<file path="src/rtl/mlp_pkg.sv">
// Shared definitions for the MLP datapath: sequencer state encoding and
// the Q8.8 fixed-point constants used by every layer.
package mlp_pkg;

  typedef enum logic [2:0] {
    IDLE,
    ISSUE,
    DRAIN,
    OUTPUT,
    FIN
  } seq_state_t;

  localparam int Q_FRAC_BITS  = 8;
  localparam int Q_ONE        = 1 << Q_FRAC_BITS;
  localparam int BIAS_DEFAULT = Q_ONE;

endpackage

</file>
<file path="src/rtl/mlp_pipe_delay.sv">
// Parameterised register delay line with enable and asynchronous reset;
// used to align data and strobes behind the weight-memory read address.
module mlp_pipe_delay #(
  parameter int DATA_W = 1,
  parameter int STAGES = 1
) (
  input  logic              clk,
  input  logic              rst,
  input  logic              en,
  input  logic [DATA_W-1:0] d,
  output logic [DATA_W-1:0] q
);

  logic [DATA_W-1:0] pipe_q [STAGES];

  always_ff @(posedge clk or posedge rst) begin
    if (rst) begin
      for (int s = 0; s < STAGES; s++) pipe_q[s] <= '0;
    end else if (en) begin
      pipe_q[0] <= d;
      for (int s = 1; s < STAGES; s++) pipe_q[s] <= pipe_q[s-1];
    end
  end

  assign q = pipe_q[STAGES-1];

endmodule

</file>
<file path="src/rtl/mlp_layer_sequencer.sv">
// Serialises one bias-prefixed activation vector per transaction into the
// output layer's start/valid/output_en interface, then pulses done.
module mlp_layer_sequencer
  import mlp_pkg::*;
#(
  parameter int N_INPUTS = 2 + 1,
  parameter int IN_WIDTH = 16,
  parameter int BIAS_VAL = BIAS_DEFAULT,
  parameter int MAC_LAT  = 1,
  localparam int IDX_W   = (N_INPUTS > 1) ? $clog2(N_INPUTS) : 1
) (
  input  logic                             clk,
  input  logic                             rst,
  input  logic                             in_valid,
  output logic                             in_ready,
  input  logic [(N_INPUTS-1)*IN_WIDTH-1:0] in_data_flat,
  input  logic                             wr_busy,
  output logic signed [IN_WIDTH-1:0]       input_value,
  output logic [IDX_W-1:0]                 input_index,
  output logic                             start,
  output logic                             valid,
  output logic                             output_en,
  output logic                             done,
  output logic                             busy
);

  localparam int CNT_W = (MAC_LAT > 0) ? $clog2(MAC_LAT + 1) : 1;
  localparam logic [IDX_W-1:0] LAST_IDX = IDX_W'(N_INPUTS - 1);
  localparam logic [CNT_W-1:0] LAST_CNT = CNT_W'(MAC_LAT);

  seq_state_t state, state_nx;
  logic [IDX_W-1:0] idx;
  logic [CNT_W-1:0] cnt;
  logic [(N_INPUTS-1)*IN_WIDTH-1:0] data_q;
  logic accept;

  logic signed [IN_WIDTH-1:0] value_p0;
  logic [IN_WIDTH-1:0]        value_p1;
  logic issue_p0, start_p0, valid_p0, oe_p0, done_p0;

  assign in_ready = (state == IDLE) && !wr_busy && !rst;
  assign accept   = in_valid && in_ready;

  // Drain runs MAC_LAT+1 cycles because the last term reaches the MAC one
  // cycle after its index was issued.
  always_ff @(posedge clk or posedge rst) begin
    if (rst) begin
      state <= IDLE;
      idx   <= '0;
      cnt   <= '0;
      busy  <= 1'b0;
    end else begin
      state <= state_nx;
      busy  <= (state_nx != IDLE);
      idx   <= (state == ISSUE && idx != LAST_IDX) ? idx + 1'b1 : '0;
      cnt   <= (state == DRAIN) ? cnt + 1'b1 : '0;
    end
  end

  always_ff @(posedge clk) begin
    if (accept) data_q <= in_data_flat;
  end

  always_comb begin
    state_nx = state;
    case (state)
      IDLE:    if (accept) state_nx = ISSUE;
      ISSUE:   if (idx == LAST_IDX) state_nx = DRAIN;
      DRAIN:   if (cnt == LAST_CNT) state_nx = OUTPUT;
      OUTPUT:  state_nx = FIN;
      FIN:     state_nx = IDLE;
      default: state_nx = IDLE;
    endcase
  end

  // Stage p0: decode of the address-issue cycle
  always_comb begin
    issue_p0 = (state == ISSUE);
    start_p0 = issue_p0 && (idx == '0);
    valid_p0 = issue_p0 && (idx != '0);
    oe_p0    = (state == DRAIN) && (cnt == LAST_CNT);
    done_p0  = (state == OUTPUT);
    value_p0 = IN_WIDTH'(BIAS_VAL);
    for (int k = 1; k < N_INPUTS; k++) begin
      if (idx == IDX_W'(k)) value_p0 = data_q[(k-1)*IN_WIDTH +: IN_WIDTH];
    end
  end

  assign input_index = idx;

  // Stage p1: one cycle behind the index, matching the registered weight read
  mlp_pipe_delay #(.DATA_W(IN_WIDTH), .STAGES(1)) u_value_dly (
    .clk (clk),
    .rst (rst),
    .en  (issue_p0),
    .d   (value_p0),
    .q   (value_p1)
  );

  mlp_pipe_delay #(.DATA_W(4), .STAGES(1)) u_strobe_dly (
    .clk (clk),
    .rst (rst),
    .en  (1'b1),
    .d   ({start_p0, valid_p0, oe_p0, done_p0}),
    .q   ({start, valid, output_en, done})
  );

  assign input_value = value_p1;

endmodule

</file>
<file path="config.mk">
export PLATFORM = sky130hd
export DESIGN_NAME = mlp_layer_sequencer
export DESIGN_NICKNAME = d
export VERILOG_FILES = /design/src/rtl/mlp_pkg.sv /design/src/rtl/mlp_pipe_delay.sv /design/src/rtl/mlp_layer_sequencer.sv
export SDC_FILE = /design/constraint.sdc
export NUM_CORES = 1
export LEC_CHECK = 0
export CAP_MARGIN = 20
export CORE_MARGIN = 4
export CORE_UTILIZATION = 40
export DETAILED_ROUTE_END_ITERATION = 8
export GPL_ROUTABILITY_DRIVEN = 0
export PLACE_DENSITY = 0.77
export SETUP_SLACK_MARGIN = 0.15
export SYNTH_ARGS = -nofsm -noshare
export SYNTH_HDL_FRONTEND = slang
export SYNTH_HIERARCHICAL = 1
export SYNTH_SLANG_ARGS = --single-unit
</file>
<file path="constraint.sdc">
create_clock -name clk -period 5.55 [get_ports clk]
set_clock_uncertainty 0.15 [all_clocks]
set_input_delay 1.11 -clock clk [delete_from_list [all_inputs] [get_ports clk]]
set_output_delay 1.11 -clock clk [all_outputs]
set_load 0.05 [all_outputs]
</file>
-- After elaboration in Yosys (flattened, before gate mapping)
Index checks and enable logic that the tools add are counted.
- add/sub/neg operators: 2
- equal/unequal tests: 6
- muxes and demuxes: 8
- reductions and logical operators: 13
- operators by type and width (kind ; count):
    two-way mux 16 bit ; 2
    case mux 3 bit (4 select lines) ; 1
    two-way mux 3 bit ; 3
    logical AND 1 bit ; 7
    equality test 3 x 2 -> 1 bit (second input constant) ; 2
    equality test 3 x 1 -> 1 bit (second input constant) ; 1
    zero test 3 bit ; 1
    nonzero test 3 bit ; 1
    adder 2 x 1 -> 2 bit (second input constant) ; 1
    equality test 2 x 1 -> 1 bit (second input constant) ; 1
    equality test 2 bit (second input constant) ; 1
    zero test 1 bit ; 2
    zero test 2 bit ; 1
    two-way mux 2 bit ; 1
    inequality test 2 bit (second input constant) ; 1
    nonzero test 2 bit ; 1
    adder 1 bit (second input constant) ; 1
    two-way mux 1 bit ; 1
- register bits after elaboration: 59
- bits of input ports: 36
- output and inout bits: 24
- word-level logic and storage cells: 36

-- Logic depth before layout (Yosys ltp)
- depth after elaboration: 7
- depth in mapped cells: 7
- gate-level depth less buffers: 5

-- Modules after synthesis
Netlist, hierarchy kept.
- modules (own cells, without submodules) (module ; times used ; cells each ; area an instance (µm²) ; seq. area each (µm²)):
    mlp_layer_sequencer ; 1 ; 123 ; 1574.0 ; 1136.1
    mlp_pipe_delay at u_value_dly ; 1 ; 35 ; 653.1 ; 400.4
    mlp_pipe_delay at u_strobe_dly ; 1 ; 9 ; 148.9 ; 100.1

-- Least setup slack after synthesis
No wires, ideal clock.
- path kind: in2out
- start: input port rst
- end: output port in_ready
- data arrival time: 1.803 ns
- required time: 4.290 ns
- setup slack: 2.487 ns
- stages on the path: 2
- buffers on the path: 0
- cell sequence: inv_1 and3_1
- cells in the longest elaborated chain, start to end: 2
- RTL lines (item ; line ; source):
    start, declared ; mlp_layer_sequencer.sv:13 ; input logic rst,
    zero test 1 bit (no source line) ; - ;
    logical AND 1 bit ; mlp_layer_sequencer.sv:41 ; assign in_ready = (state == IDLE) && !wr_busy && !rst;
    end, declared ; mlp_layer_sequencer.sv:15 ; output logic in_ready,
No other way between the ends.

-- Worst setup path after layout
Same ends and word-level chain as after synthesis.

==> results by group <==
Run status
  – Status: finished, final reports clean

Floorplanning
  – Die area: between 0.007 and 0.008 mm²
  – Initial Utilization: 0.421
  – Core Region: between 0.005 and 0.006 mm²
  – Chip width: ~85 µm
  – I/O Pins: 60
  – Die Ht: about 85 µm
  – Row Count: 27

Synth
  – Synthesized instance count: around 170
  – Largest family of logic cells by synthesized area: multiplexers
  – Register area share after synthesis: 0.689
  – Yosys top cell by area: edfxtp_1
  – Post-Synth XOR/XNOR Area: 0
  – Synth top area cells: edfxtp_1 (40%), dfrtp_1 (28%), mux2_4 (6.3%)
  – Seq cells post-synth: 59
  – Simple logic cell fraction of the synthesized area: 0.108
  – Post-synthesis adder-cell area fraction: 0.0158
  – Synth top area share: 0.404
  – Unique masters post-synth: 28
  – Mux share of post-synthesis cell area: 0.111
  – Cell Area, Synth: roughly 0.0024 mm²
  – Post-synth top cells: edfxtp_1 (32), nand2_1 (32), dfrtp_1 (27)
  – Number of synthesized flops with an enable pin: 32
  – YS warnings: 6
  – Syn_area_per_cell: 14.2 µm²
  – Synth Flop Type: edfxtp_1
  – Async SR Flop Fraction: 0.458
  – Post-synthesis compound-gate area fraction: 0.0379

Job
  – Max Cap Viol: 0

STA
  – Fmax: between 200 and 250 MHz
  – Worst-Margin Slew: about 1 ns
  – Slew Limit Fails: 0
  – RSZ-0062 raised after global routing: false
  – Fin crit period: between 4 and 5 ns
  – Period utilization: 0.739
  – Final setup fails: 0
  – Max_slew headroom: 0.331
  – Setup TNS: 0 ns
  – Hold Vio Cnt, Final: 0

Cells and area
  – Fillers: ~450
  – Share of layout cells above drive strength 1: 0.167
  – P&R area growth vs syn: 37.5%
  – Diode count: 0
  – Post-layout net count: around 270

CTS
  – Sink Count: 59
  – Root buf cell: clkbuf_8
  – CTS Hold Bufs: 0
  – CTS H-tree depth: 3
  – Clk slew on worst S/H paths: 0.06 ns
  – Num CTS Buffers: 9
  – Clock tree from TritonCTS: yes
  – Clock Tree Buf Depth: 2
  – Post-cts resize count: 0
  – Post-CTS Setup Bufs: 0
  – Worst-Skew Late Latency: between 0.3 and 0.4 ns

Hold path
  – Worst Hold Class: flip-flop to flip-flop
  – Min-Delay Startpoint: cnt$_DFF_PP0_

Setup path
  – Reg2Reg Depth: 4
  – Critical path class: input port to output pin
  – Reg-to-reg critical path endpoint: data_q[1]$_DFFE_PP_
  – WP buf/inv: 3
  – Type of origin of the critical path: input port
  – Crit-path slowest cell: clkdlybuf4s50_1
  – Crit-path cells: clkdlybuf4s50_1 > inv_1 > and3_1 > clkdlybuf4s50_1
  – CP startpoint: rst
  – Critical Path Sink: in_ready
  – Crit path DAT: approximately 2.8 ns
  – Crit. path cell count: 4
  – Delay-heaviest family, CP: buffers and inverters
  – Crit-path max cell delay: 0.81 ns
  – Most frequent CP cell: clkdlybuf4s50_1
  – Worst r2r src: state[1]$_DFF_PP0_
  – R2R Setup Slk: around 3.2 ns
  – Required @ worst endpoint: 4.29 ns
  – CP Max Fanout: 9
  – CP endpoint kind: output pin

Power and ir drop
  – VDD IR-drop max: 299 µV
  – Reg power frac: 0.344
  – Lkg Pwr: around 1.3 nW
  – Net switching power: 0.000660 W
  – Switching share of total power: 0.369
  – Gate power share: 0.425
  – Clock Power Share: 0.231
  – Total power: 0.00179 W
  – Power Internal: 0.00113 W
  – Cell Pwr Density: ~550 mW/mm²

GRT
  – GR peak layer: met2
  – First-pass GRT wire length: 7420 µm
  – Largest net degree at the start of global routing: 35
  – Vias in the first global route: roughly 1.6k
  – GR met2 Demand/Resource: 0.227
  – Grt total ovfl: 0
  – M3 GR Usage: 0.0515
  – Initial antenna violation count: 0
  – Tot GR Track Use: 0.138
  – Met1 Usage GRT: 0.152

Placement
  – # port buffers: between 50 and 60
  – Half-perimeter wire length after placement: roughly 3000 µm

Route
  – DRT iter0 DRCs: 51
  – WL/cell: 14.4 µm
  – DRC violation count after routing: 0
  – Via/cell ratio: approximately 4.6
  – 1st-pass router iterations: 4
  – Routed WL: between 4000 and 5000 µm
  – Detail Route Antenna Nets: 0
  – Vias: roughly 1.5k
==> layer usage <==
layer	vias up	part of all wire
li1	710	-
met5	-	0
met2	43	0.51
met4	0	0.025
met1	688	0.40
met3	9	0.064
==> power groups by stage <==
| stage | Sequential (W) | Combinational (W) | Clock [W] |
|---|---|---|---|
| after floorplan | 0.000850 | 0.000303 | 0 |
| after global placement | 0.000620 | 0.000725 | 0 |
| after detailed placement | 0.000624 | 0.000739 | 0 |
| after CTS | 0.000617 | 0.000741 | 0.000423 |
| after global routing | 0.000628 | 0.000812 | 0.000441 |
| final | 0.000615 | 0.000760 | 0.000413 |
==> logic make-up after synthesis <==
| group | count (synthesis) |
|---|---|
| buf+inv | 14 |
| fa+ha+maj | 3 |
| other cells | 1 |
| compound gates | 18 |
| mux | 20 |
| simple gates | 52 |
| flops | 59 |
==> per-stage QoR <==
step | setup WS [ns] | hold slack (ns) | util | instance area [µm²] | std cells
after floorplan | 2.49 | 0.250 | - | 2390 | 170
after global placement | 1.45 | 0.266 | 0.535 | 3020 | 294
after detailed placement | 1.42 | 0.269 | 0.535 | 3020 | 294
after CTS | 1.41 | 0.277 | 0.572 | 3220 | 310
after global routing | 1.31 | 0.304 | 0.579 | 3270 | 312
final | 1.45 | 0.276 | 0.579 | 3270 | 312
==> sequential cells by signal (all words and copies together) (netlist names) <==
signal,count
cnt,1
u_strobe_dly/q,4
state,3
u_value_dly/q,16
busy,1
data_q,32
input_index,2
==> how the worst min path moves through the flow <==
| stage | end | cells after the start |
|---|---|---|
| global route | cnt$_DFF_PP0_ | 1 |
| floorplan | cnt$_DFF_PP0_ | 1 |
| CTS | cnt$_DFF_PP0_ | 1 |
| finish | cnt$_DFF_PP0_ | 1 |
| detailed placement | cnt$_DFF_PP0_ | 1 |
| global placement | cnt$_DFF_PP0_ | 1 |
==> cells in the final DEF, fill, tap and decap left out <==
cell | netlist | layout
clkbuf_8 | 0 | 9
buf_16 | 0 | 1
nor3_1 | 1 | 1
nand4_1 | 1 | 1
and2_1 | 3 | 3
inv_1 | 6 | 6
nor2_1 | 7 | 7
nand3b_1 | 1 | 1
clkdlybuf4s50_1 | 0 | 59
conb_1 | 1 | 4
a21oi_1 | 2 | 2
dfrtp_1 | 27 | 27
ha_1 | 3 | 3
and4bb_1 | 1 | 1
mux2_4 | 10 | 10
buf_4 | 2 | 1
nor4b_4 | 1 | 1
nor2b_1 | 2 | 2
o21ai_0 | 15 | 15
o21ai_1 | 1 | 1
clkinv_2 | 0 | 4
mux2_2 | 10 | 10
nor3b_4 | 0 | 1
edfxtp_1 | 32 | 32
nand2_1 | 32 | 32
bufinv_16 | 0 | 2
buf_8 | 0 | 1
clkbuf_1 | 1 | 1
and3_1 | 1 | 1
nand2b_1 | 1 | 1
==> final cells by class <==
type	count	area (µm²)	share of cell area
Inverter	6	22.5	0.00689
Timing Repair Buffer	62	641	0.196
Clock inverter	6	80.1	0.0245
Tap cell	72	90.1	0.0276
Clock buffer	10	128	0.0391
Multi-Input combinational cell	97	669	0.205
Sequential cell	59	1640	0.501
Note: power is estimated with default switching activity, not from simulation.
